## src/rtl/scan_select_gen_if.sv

```systemverilog
`default_nettype none
// ============================================================
// Module : scan_select_gen_if
// Control/data bundle between a digit source and the scan generator.
// Rev    : 1.0
// ============================================================
interface scan_select_gen_if;
  logic        en;
  logic        load;
  logic [15:0] digits_in;
  logic [3:0]  blank_in;
  logic        sel_a;
  logic        sel_b;
  logic [3:0]  digit_out;
  logic        blank;
  logic        frame_done;
  logic        pending;

  modport master (
    output en, load, digits_in, blank_in,
    input  sel_a, sel_b, digit_out, blank, frame_done, pending
  );

  modport slave (
    input  en, load, digits_in, blank_in,
    output sel_a, sel_b, digit_out, blank, frame_done, pending
  );
endinterface
`default_nettype wire

```

## src/rtl/scan_select_gen.sv

```systemverilog
`default_nettype none
// ============================================================
// Module : scan_select_gen
// Scan/select driver for a 4-digit multiplexed display with frame-aligned digit updates.
// Rev    : 1.0
// ============================================================
module scan_select_gen #(
  parameter int DIV = 4
) (
  input  logic             clk,
  input  logic             rst_n,
  scan_select_gen_if.slave io_scan
);

  localparam int                 c_CNT_W     = (DIV > 1) ? $clog2(DIV) : 1;
  localparam logic [c_CNT_W-1:0] c_PRESC_MAX = c_CNT_W'(DIV - 1);

  logic [c_CNT_W-1:0] r_presc;
  logic [1:0]         r_idx;
  logic               r_fd;
  logic [15:0]        r_sh_d;
  logic [3:0]         r_sh_b;
  logic               r_pend;
  logic [15:0]        r_act_d;
  logic [3:0]         r_act_b;

  logic w_tick;
  logic w_wrap;
  logic w_apply;

  assign w_tick  = io_scan.en && (r_presc == c_PRESC_MAX);
  assign w_wrap  = w_tick && (r_idx == 2'd3);
  assign w_apply = w_wrap && r_pend;

  // Prescaler and digit index only move while scanning is enabled.
  always_ff @(posedge clk or negedge rst_n) begin
    if (!rst_n) begin
      r_presc <= '0;
      r_idx   <= 2'd0;
    end else if (io_scan.en) begin
      r_presc <= w_tick ? '0 : r_presc + 1'b1;
      if (w_tick) begin
        r_idx <= r_idx + 2'd1;
      end
    end
  end

  always_ff @(posedge clk or negedge rst_n) begin
    if (!rst_n) begin
      r_fd <= 1'b0;
    end else begin
      r_fd <= w_wrap;
    end
  end

  // A load in the wrap cycle still lets the older shadow reach the active set.
  always_ff @(posedge clk or negedge rst_n) begin
    if (!rst_n) begin
      r_sh_d <= 16'h0000;
      r_sh_b <= 4'h0;
      r_pend <= 1'b0;
    end else if (io_scan.load) begin
      r_sh_d <= io_scan.digits_in;
      r_sh_b <= io_scan.blank_in;
      r_pend <= 1'b1;
    end else if (w_apply) begin
      r_pend <= 1'b0;
    end
  end

  // Display starts dark until the first frame-aligned update.
  always_ff @(posedge clk or negedge rst_n) begin
    if (!rst_n) begin
      r_act_d <= 16'h0000;
      r_act_b <= 4'hF;
    end else if (w_apply) begin
      r_act_d <= r_sh_d;
      r_act_b <= r_sh_b;
    end
  end

  assign io_scan.sel_a      = r_idx[1];
  assign io_scan.sel_b      = r_idx[0];
  assign io_scan.digit_out  = r_act_d[{r_idx, 2'b00} +: 4];
  assign io_scan.blank      = r_act_b[r_idx];
  assign io_scan.frame_done = r_fd;
  assign io_scan.pending    = r_pend;

  a_fd_at_idx0 : assert property (@(posedge clk) disable iff (!rst_n)
    r_fd |-> (r_idx == 2'd0));

  a_fd_single : assert property (@(posedge clk) disable iff (!rst_n)
    r_fd |=> !r_fd);

  a_no_x : assert property (@(posedge clk) disable iff (!rst_n)
    !$isunknown({io_scan.sel_a, io_scan.sel_b, io_scan.digit_out,
                 io_scan.blank, io_scan.frame_done, io_scan.pending}));

endmodule
`default_nettype wire
```

## src/flat_wrapper.sv

```systemverilog
// flat-port wrapper written by rule: the top's interface ports become plain ports
module scan_select_gen_flat 
#(
  parameter int DIV = 4
)
  (clk, rst_n, io_scan_en, io_scan_load, io_scan_digits_in, io_scan_blank_in, io_scan_sel_a, io_scan_sel_b, io_scan_digit_out, io_scan_blank, io_scan_frame_done, io_scan_pending);
  scan_select_gen_if io_scan_i ();
  input  logic clk;
  input  logic rst_n;
  input wire logic [$bits(io_scan_i.en)-1:0] io_scan_en;
  input wire logic [$bits(io_scan_i.load)-1:0] io_scan_load;
  input wire logic [$bits(io_scan_i.digits_in)-1:0] io_scan_digits_in;
  input wire logic [$bits(io_scan_i.blank_in)-1:0] io_scan_blank_in;
  output wire logic [$bits(io_scan_i.sel_a)-1:0] io_scan_sel_a;
  output wire logic [$bits(io_scan_i.sel_b)-1:0] io_scan_sel_b;
  output wire logic [$bits(io_scan_i.digit_out)-1:0] io_scan_digit_out;
  output wire logic [$bits(io_scan_i.blank)-1:0] io_scan_blank;
  output wire logic [$bits(io_scan_i.frame_done)-1:0] io_scan_frame_done;
  output wire logic [$bits(io_scan_i.pending)-1:0] io_scan_pending;
  assign io_scan_i.en = io_scan_en;
  assign io_scan_i.load = io_scan_load;
  assign io_scan_i.digits_in = io_scan_digits_in;
  assign io_scan_i.blank_in = io_scan_blank_in;
  assign io_scan_sel_a = io_scan_i.sel_a;
  assign io_scan_sel_b = io_scan_i.sel_b;
  assign io_scan_digit_out = io_scan_i.digit_out;
  assign io_scan_blank = io_scan_i.blank;
  assign io_scan_frame_done = io_scan_i.frame_done;
  assign io_scan_pending = io_scan_i.pending;
  scan_select_gen #(.DIV(DIV)) u_core (.clk(clk), .rst_n(rst_n), .io_scan(io_scan_i));
endmodule
```

## config.mk

```make
export PLATFORM = sky130hd
export DESIGN_NAME = scan_select_gen_flat
export DESIGN_NICKNAME = d
export VERILOG_FILES = /design/src/rtl/scan_select_gen_if.sv /design/src/rtl/scan_select_gen.sv /design/src/flat_wrapper.sv
export SDC_FILE = /design/constraint.sdc
export NUM_CORES = 1
export LEC_CHECK = 0
export ABC_AREA = 1
export BUFFER_PORTS_ARGS = -buffer_cell sky130_fd_sc_hd__buf_2
export CAP_MARGIN = 20
export CORE_ASPECT_RATIO = 1.75
export CORE_MARGIN = 2
export CORE_UTILIZATION = 50
export DETAILED_ROUTE_END_ITERATION = 8
export GPL_TIMING_DRIVEN = 1
export PLACE_DENSITY = 0.75
export SLEW_MARGIN = 20
export SYNTH_ARGS = -nofsm -noshare
export SYNTH_HDL_FRONTEND = slang
export SYNTH_SLANG_ARGS = --single-unit
```

## constraint.sdc

```tcl
create_clock -name clk -period 1.2 [get_ports clk]
set_clock_uncertainty 0.1 [all_clocks]
set_input_delay 0.06 -clock clk [delete_from_list [all_inputs] [get_ports clk]]
set_output_delay 0.06 -clock clk [all_outputs]
set_load 0.1 [all_outputs]
```

* Yosys cells after proc, flatten, opt, wreduce, memory -nomap -nowiden
Cells that the tools add are included.
** Word-level totals
- Flip-flop bits (word level) :: 46
- Input port bits :: 24
- Logic and storage cells :: 24
** Cells by class
- Add/subtract/negate cells :: 2
- Order comparisons :: 1
- Eq/ne operators :: 2
- Shift-type cells :: 1
- Multiplexer cells :: 5
- Reductions and logical operators :: 5
** Operators by type and width (number)
- $shiftx 16x5->4 :: 1
- $add 2x1->2 const B :: 2
- $eq 2x2->1 const B :: 2
- $logic_and 1x1->1 :: 3
- $lt 2x3->1 const B :: 1
- $mux 1 :: 3
- $bmux 1 s2 :: 1
- $mux 2 :: 1
- $reduce_and 2->1 :: 1
- $reduce_bool 2->1 :: 1

* Longest topological paths before layout
Gate-level depths: netlist of run 1.
- Depth after elaboration :: 6
- Depth in mapped cells :: 6

* Least setup slack after synthesis of run 1
Ideal clock, no wire load.
- Kind :: flip-flop to output port
- From :: register u_core.r_idx[0]
- To :: output port io_scan_blank
- Arrival :: 2.076 ns
- Required time :: 1.040 ns
- Path slack :: -1.036 ns
- Cell stages (with the launch flop) :: 5
- Path through :: dfrtp_1 buf_2 or2_2 nand3_1 nand2_1
** On the way
- Longest elaborated chain between the ends :: 2
** Ends and longest elaborated chain
- start: declaration :: RTL line scan_select_gen.sv:19 : logic [1:0] r_idx;
- start signal: assignment :: RTL line scan_select_gen.sv:43 : r_idx <= r_idx + 2'd1;
- $bmux 1 s2 :: RTL line scan_select_gen.sv:85 : assign io_scan.blank = r_act_b[r_idx];
- $mux 1 (not written as such) :: RTL line scan_select_gen.sv:85
- end: declaration :: RTL line flat_wrapper.sv:17 : output wire logic [$bits(io_scan_i.blank)-1:0] io_scan_blank;
No other way between the ends. The select of a mux whose other input is x is not followed.

* Worst setup path in the final report of run 1
- From :: register u_core.r_idx[0]
- To :: output port io_scan_digit_out[3]
** On the way
- Longest elaborated chain between the ends :: 1
** Ends and longest elaborated chain
- $shiftx 16x5->4 :: RTL line scan_select_gen.sv:84 : assign io_scan.digit_out = r_act_d[{r_idx, 2'b00} +: 4];
- end: declaration :: RTL line flat_wrapper.sv:16 : output wire logic [$bits(io_scan_i.digit_out)-1:0] io_scan_digit_out;
No other way between the ends.

==> insert_results.sql, run 1 <==
INSERT INTO impl_metrics (metric_group, metric, value, unit) VALUES
('placed_design', 'placed_cells_incl_taps', '329', ''),
('power_and_ir_drop', 'internal-power', '4.817', 'mW'),
('worst_setup_path', 'crit_top_cell', 'buf_12', ''),
('drt', 'router_iterations_before_antenna_repair', '5', ''),
('worst_setup_path', 'critPathRequiredTime', '1040', 'ps'),
('timing', 'setup_violations', '30', ''),
('grt', 'global_route_wire_length_before_repair', '7.955', 'mm'),
('layout', 'mostFrequentLayoutCells', 'nand2_1 (81), dfrtp_1 (39), nand2_2 (25)', ''),
('layout', 'utilization', '86.38', '%'),
('clock_tree', 'cts_made_buffers', '5', ''),
('layout', 'finish.cell_count_without_fillers', '372', ''),
('timing', 'worst_slew_margin_rel', '83.62', '%'),
('timing', 'timing_worst_slew_pin_value', '245.5', 'ps'),
('drt', 'detail-route-antenna-nets', '0', ''),
('layout', 'insertedDiodeCount', '0', ''),
('power_and_ir_drop', 'share_comb_of_total_power', '61.5', '%'),
('layout', 'layout_commonest_cell', 'nand2_1', ''),
('status', 'failing_checks', 'negative setup slack', ''),
('timing', 'fin_crit_sh', '141.5', '%'),
('grt', 'grt_most_used_layer', 'met2', ''),
('timing', 'fmaxAchievable', '588.8', 'MHz'),
('synth', 'yosysWarnings', '0', ''),
('min_path', 'hold_path_depth', '4', ''),
('die', 'initial_standard_cell_utilization_of_the_core', '52.15', '%'),
('power_and_ir_drop', 'p_clk_share', '10.9', '%'),
('grt', 'grt_usage', '23.29', '%'),
('power_and_ir_drop', 'power_per_cell_area', '2682', 'nW/um^2'),
('die', 'area_enclosed_by_the_die_boundary', '4618', 'sq um'),
('drt', 'first_iter_violations', '59', ''),
('die', 'design.portCount', '33', ''),
('power_and_ir_drop', 'power.switching_fraction', '46.74', '%'),
('placed_design', 'placement.io_buffers', '32', ''),
('die', 'core_region_area', '3904', 'sq um'),
('synth', 'syn-instance-count', '248', ''),
('placed_design', 'post-dp-hpwl', '2.761', 'mm'),
('grt', 'grt_antenna_before_repair', '0', ''),
('worst_setup_path', 'critical_path.slowest_cell', 'dfrtp_4', ''),
('layout', 'drive_above_1_share', '43.52', '%'),
('synth', 'post_synth_instance_area', '2036', 'sq um'),
('grt', 'met3_usage', '3.547', '%'),
('timing', 'grt_setup_unrepaired', 'yes', ''),
('layout', 'multi_input_comb_area', '1135', 'sq um'),
('worst_setup_path', 'crit_path_cell_trace', 'buf_12 > nor2_1 > nor2_2 > nand2_2 > nand2_8 > buf_12', ''),
('layout', 'fillers', '179', ''),
('worst_setup_path', 'crit_path_max_fanout', '14', ''),
('layout', 'area.growth.synth_to_final', '65.64', '%'),
('timing', 'report.final.slew_viol_count', '0', ''),
('layout', 'seq_area', '1165', 'sq um'),
('timing', 'fin_crit', '1698', 'ps'),
('timing', 'post-route-worst-setup-slack', '-498.4', 'ps'),
('synth', 'cell_variety_after_synth', '18', ''),
('clock_tree', 'tritoncts', 'built', ''),
('clock_tree', 'cts.path.max_buffers', '2', ''),
('min_path', 'min_delay_worst_endpoint', 'u_core.io_scan.pending', ''),
('worst_setup_path', 'internal_reg_to_reg_setup_slack', '-220', 'ps'),
('clock_tree', 'cts_root_buf', 'clkbuf_8', ''),
('min_path', 'hold_crit_path_type', 'in -> reg', ''),
('worst_setup_path', 'worst_setup_path_start_kind', 'register', ''),
('power_and_ir_drop', 'power.ir.vdd_worst', '0.002336', 'V'),
('grt', 'gr-total-overflow', '0', ''),
('worst_setup_path', 'worst_ep_arrival_time', '1540', 'ps'),
('worst_setup_path', 'worstReg2RegEnd', 'u_core.r_act_d[0]', ''),
('worst_setup_path', 'worst-setup-path-type', 'reg -> out', ''),
('synth', 'ys_seq_elements', '46', ''),
('worst_setup_path', 'rr_startpoint', 'u_core.r_idx[0]', ''),
('synth', 'ys_seq_area_share', '56.79', '%'),
('worst_setup_path', 'worstSetupEndpointType', 'primary output', ''),
('status', 'status', 'finished with violations', ''),
('placed_design', 'place_area', '2654', 'sq um'),
('power_and_ir_drop', 'seq_power_share', '27.7', '%'),
('drt', 'detail_route.drc_violations', '0', '');
==> worst max path at each step <==
stage	cells past startpoint	startpoint	to	slack, ps
floorplan	4	u_core.r_idx[0]	io_scan_blank	-220
global placement	5	u_core.r_idx[0]	u_core.r_act_d[3]	-160
detailed placement	5	u_core.r_presc[0]	u_core.r_act_b[0]	-250
CTS	5	u_core.r_idx[0]	io_scan_blank	-480
global route	6	u_core.r_idx[0]	io_scan_blank	-580
finish	6	u_core.r_idx[0]	io_scan_digit_out[3]	-500
==> cells in the mapped netlist <==
| master | count | area [sq um] |
|---|---|---|
| nor2_4 | 1 | 11.26 |
| xnor2_1 | 1 | 8.760 |
| nand4_1 | 1 | 6.260 |
| buf_2 | 4 | 20.02 |
| clkbuf_1 | 5 | 18.77 |
| buf_4 | 1 | 7.510 |
| or2_2 | 5 | 31.28 |
| a21oi_1 | 1 | 5.000 |
| nand2_4 | 1 | 11.26 |
| nand3_1 | 26 | 130.1 |
| buf_6 | 3 | 33.78 |
| dfstp_2 | 4 | 105.1 |
| dfrtp_1 | 42 | 1051 |
| nand2_1 | 122 | 457.9 |
| inv_1 | 15 | 56.30 |
| nor2_1 | 11 | 41.29 |
| o21ai_0 | 3 | 15.01 |
| ha_1 | 2 | 25.02 |
==> power by group through the flow <==
| stage | combinational [mW] | clock, mW | sequential [mW] |
|---|---|---|---|
| 6_report | 5.56 | 0.982 | 2.50 |
| 5_1_grt | 5.84 | 1.06 | 2.55 |
| 4_1_cts | 5.05 | 0.977 | 2.33 |
| 3_5_place_dp | 4.75 | 0 | 2.35 |
| 3_3_place_gp | 4.65 | 0 | 2.33 |
| 2_1_floorplan | 3.10 | 0 | 2.56 |
==> area by class of cell <==
type	count	share of cell area [%]
Clock buffer	6	2.449
Clock inverter	2	0.3711
Inverter	15	1.818
Multi-Input combinational cell	176	33.66
Sequential cell	46	34.55
Tap cell	48	1.781
Timing Repair Buffer	79	25.38
==> registers in the layout, indices dropped and copies added, names as in the netlist <==
register,count
u_core.io_scan.frame_done,1
u_core.r_sh_d,16
u_core.r_presc,2
u_core.r_idx,2
u_core.r_act_b,4
u_core.r_act_d,16
u_core.io_scan.pending,1
u_core.r_sh_b,4
==> cells by family (layout without fill, tap and decap cells) <==
group,after synthesis,in the layout,synth area share (%)
xor gates and xnor gates,1,1,0.4303
AOI/OAI and AO/OA,4,4,0.9830
adders and majority gates,2,2,1.229
buffers and inverters,28,102,6.699
and+or+nand+nor,167,169,33.87
DFF,46,46,56.79
==> worst reg2reg max path, cell delays in order, from the launching register on <==
cell and delay, ps:
dfrtp_4 530, ha_4 190, nand4_1 80, buf_6 150, clkbuf_16 170, nand2_2 60, nand2_1 80
==> metrics by stage <==
step	setup WS (ps)	power, mW
2_1_floorplan	-215.3	5.662
3_3_place_gp	-159.4	6.979
3_5_place_dp	-254.2	7.108
4_1_cts	-482.3	8.355
5_1_grt	-575.2	9.449
6_report	-498.4	9.045
==> timing repair <==
item	CTS	global route
pin swaps	5	5
hold buffers	22	0
endpoints found under the setup margin	32	33
gates cloned	3	3
endpoints found under the hold margin	68	0
resized for setup	18	52
buffers inserted	6	2
==> routing by layer <==
metal	vias to the layer above	part of all wire, %
li1	911	-
met1	946	37
met2	71	57
met3	17	3.3
met4	0	2.9
met5	-	0
Power figures use the tool's default switching activity.
==> inputs of run 2 (changes only) <==
Settings changed: SETUP_SLACK_MARGIN from default to 0.5, SKIP_LAST_GASP from default to 1.
==> insert_results.sql, run 2 (synthesis gave the netlist of run 1 again) <==
INSERT INTO impl_metrics (metric_group, metric, value, unit) VALUES
('status', 'status', 'finished with violations', ''),
('status', 'failing_checks', 'negative hold slack, negative setup slack', ''),
('layout', 'layout_commonest_cell', 'nand2_1', ''),
('flow_run', 'timing.max_cap.violations', '0', ''),
('timing', 'post-route-worst-setup-slack', '-459.2', 'ps'),
('layout', 'multi_input_comb_area', '997.2', 'sq um'),
('worst_setup_path', 'critical_path.slowest_cell', 'dfrtp_4', ''),
('grt', 'gr-total-overflow', '0', ''),
('placed_design', 'gpl.final_weighted_congestion', '0.7707', ''),
('worst_setup_path', 'worst-setup-path-type', 'reg -> out', ''),
('timing', 'worst_slew_margin_rel', '84.03', '%'),
('power_and_ir_drop', 'power.ir.vdd_worst', '0.002334', 'V'),
('grt', 'via_count_of_the_first_global_routing_pass', '1571', ''),
('die', 'die_width', '52.24', 'um'),
('power_and_ir_drop', 'finalPower', '8.406', 'mW'),
('drt', 'first_iter_violations', '43', ''),
('grt', 'global_route_wire_length_before_repair', '7.245', 'mm'),
('min_path', 'hold_crit_path_type', 'in -> reg', ''),
('clock_tree', 'cts_max_level', '2', ''),
('die', 'core_region_area', '3904', 'sq um'),
('clock_tree', 'clock_sinks', '46', ''),
('timing', 'fmaxAchievable', '602.7', 'MHz'),
('placed_design', 'post-dp-hpwl', '2.551', 'mm'),
('placed_design', 'placement.io_buffers', '32', ''),
('die', 'rows', '30', ''),
('drt', 'route.vias.total', '1693', ''),
('worst_setup_path', 'critPathRequiredTime', '1040', 'ps'),
('clock_tree', 'cts.path.max_buffers', '2', ''),
('layout', 'area.growth.synth_to_final', '44.13', '%'),
('layout', 'mostFrequentLayoutCells', 'nand2_1 (113), dfrtp_1 (38), buf_2 (23)', ''),
('timing', 'grt_setup_unrepaired', 'yes', ''),
('timing', 'holdWs', '-129.5', 'ps'),
('die', 'area_enclosed_by_the_die_boundary', '4618', 'sq um'),
('worst_setup_path', 'crit_path_max_fanout', '13', ''),
('drt', 'detail_route.wl_per_cell', '12.56', 'um'),
('timing', 'report.final.slew_viol_count', '0', ''),
('timing', 'setup_violations', '31', ''),
('timing', 'fin_crit', '1659', 'ps'),
('clock_tree', 'cts_made_buffers', '5', ''),
('die', 'floorplan.die.height', '88.41', 'um'),
('timing', 'fin_crit_sh', '138.3', '%'),
('power_and_ir_drop', 'p_leak', '1.496', 'nW'),
('drt', 'avgViaCountPerCell', '4.893', ''),
('power_and_ir_drop', 'power_per_cell_area', '2865', 'nW/um^2'),
('placed_design', 'post-place-ws', '-186.3', 'ps'),
('drt', 'detail-route-antenna-nets', '0', ''),
('layout', 'insertedDiodeCount', '0', ''),
('grt', 'grt_usage', '21.23', '%'),
('die', 'design.portCount', '33', ''),
('grt', 'grt_antenna_before_repair', '0', ''),
('clock_tree', 'clock_latency', '290', 'ps'),
('drt', 'wl', '4.346', 'mm'),
('drt', 'router_iterations_before_antenna_repair', '4', ''),
('worst_setup_path', 'worst_setup_path_start_kind', 'register', ''),
('worst_setup_path', 'worst_ep_arrival_time', '1500', 'ps'),
('worst_setup_path', 'internal_reg_to_reg_setup_slack', '-320', 'ps'),
('layout', 'fin_nets', '323', ''),
('drt', 'detail_route.drc_violations', '0', ''),
('clock_tree', 'cts_root_buf', 'clkbuf_8', ''),
('layout', 'fillers', '277', ''),
('layout', 'drive_above_1_share', '33.56', '%'),
('timing', 'finalHoldViolations', '21', ''),
('clock_tree', 'cts.hold.buffers_added', '1', ''),
('worst_setup_path', 'worst_path_largest_cell_delay', '520', 'ps'),
('layout', 'seq_area', '1171', 'sq um'),
('layout', 'largest_registers', 'u_core.r_act_d x16, u_core.r_sh_d x16', ''),
('die', 'initial_standard_cell_utilization_of_the_core', '52.15', '%'),
('grt', 'largest_net_degree_at_the_start_of_global_routing', '47', ''),
('clock_tree', 'tritoncts', 'built', ''),
('worst_setup_path', 'worstSetupEndpointType', 'primary output', ''),
('worst_setup_path', 'crit_path_cell_trace', 'buf_12 > or2_4 > nand3_4 > nand2_8 > buf_12', ''),
('timing', 'timing_worst_slew_pin_value', '239.5', 'ps'),
('worst_setup_path', 'crit_top_cell', 'buf_12', ''),
('clock_tree', 'clk_pin_slew_worst_paths', '80', 'ps');
run 2: path summary, 6_finish.rpt:
kind	from	end	cells after the start
max in group asynchronous	rst_n	u_core.r_act_b[3]	3
min	io_scan_digits_in[12]	u_core.r_sh_d[12]	3
max	u_core.r_idx[0]	io_scan_digit_out[1]	5
min reg2reg	u_core.r_act_b[2]	u_core.r_act_b[2]	2
min in group asynchronous	rst_n	u_core.r_presc[1]	3
max reg2reg	u_core.r_idx[0]	u_core.r_act_d[13]	6
run 2: repair_timing:
item | CTS | global route
endpoints found under the hold margin | 68 | 22
buffers inserted | 3 | 2
endpoints found under the setup margin | 42 | 55
cloned | 4 | 0
gates resized for setup | 13 | 5
pin swaps | 2 | 1
run 2: area by class of cell:
type                       instances  area share (%)
sequential                        46           39.91
multi-input combinational        177           33.99
timing repair buffer              52           18.76
clock buffer                       7           2.942
inverter                          15           2.175
tap                               48           2.047
clock inverter                     1          0.1706
run 2: metal layers:
layer	global-route usage [%]	routed length [um]	share of wire, %	vias to the layer above
met1	24.09	1620	37	781
met3	2.534	135	3.1	8
met4	6.993	94	2.2	0
met5	0	0	0	-
met2	40.16	2495	57	46
li1	-	-	-	858
run 2: power breakdown:
part | switching (mW) | leakage, nW | internal, mW | total, mW
Clock | 0.465 | 0.0482 | 0.464 | 0.929
Combinational | 3.07 | 0.889 | 2.05 | 5.12
Sequential | 0.305 | 0.559 | 2.05 | 2.36
Total | 3.84 | 1.50 | 4.56 | 8.41
run 2: critical path, delay by kind of cell, from the launching register on:
| family | cells | cell delay, ps |
|---|---|---|
| flip-flops | 1 | 520 |
| AND/OR/NAND/NOR | 3 | 370 |
| buffers and inverters | 2 | 310 |
run 2: stage by stage:
step | hold WS [ps] | area (sq um) | instances | util [%] | TNS [ps]
final | -129.5 | 2934 | 346 | 75.16 | -8310
after global routing | -132.9 | 2934 | 346 | 75.16 | -9594
after CTS | -138.2 | 2897 | 344 | 74.20 | -7328
after global placement | -48.58 | 2665 | 328 | 68.27 | -3952
after floorplan | -335.6 | 2275 | 248 | - | -4812
after detailed placement | -48.10 | 2665 | 328 | 68.27 | -4255
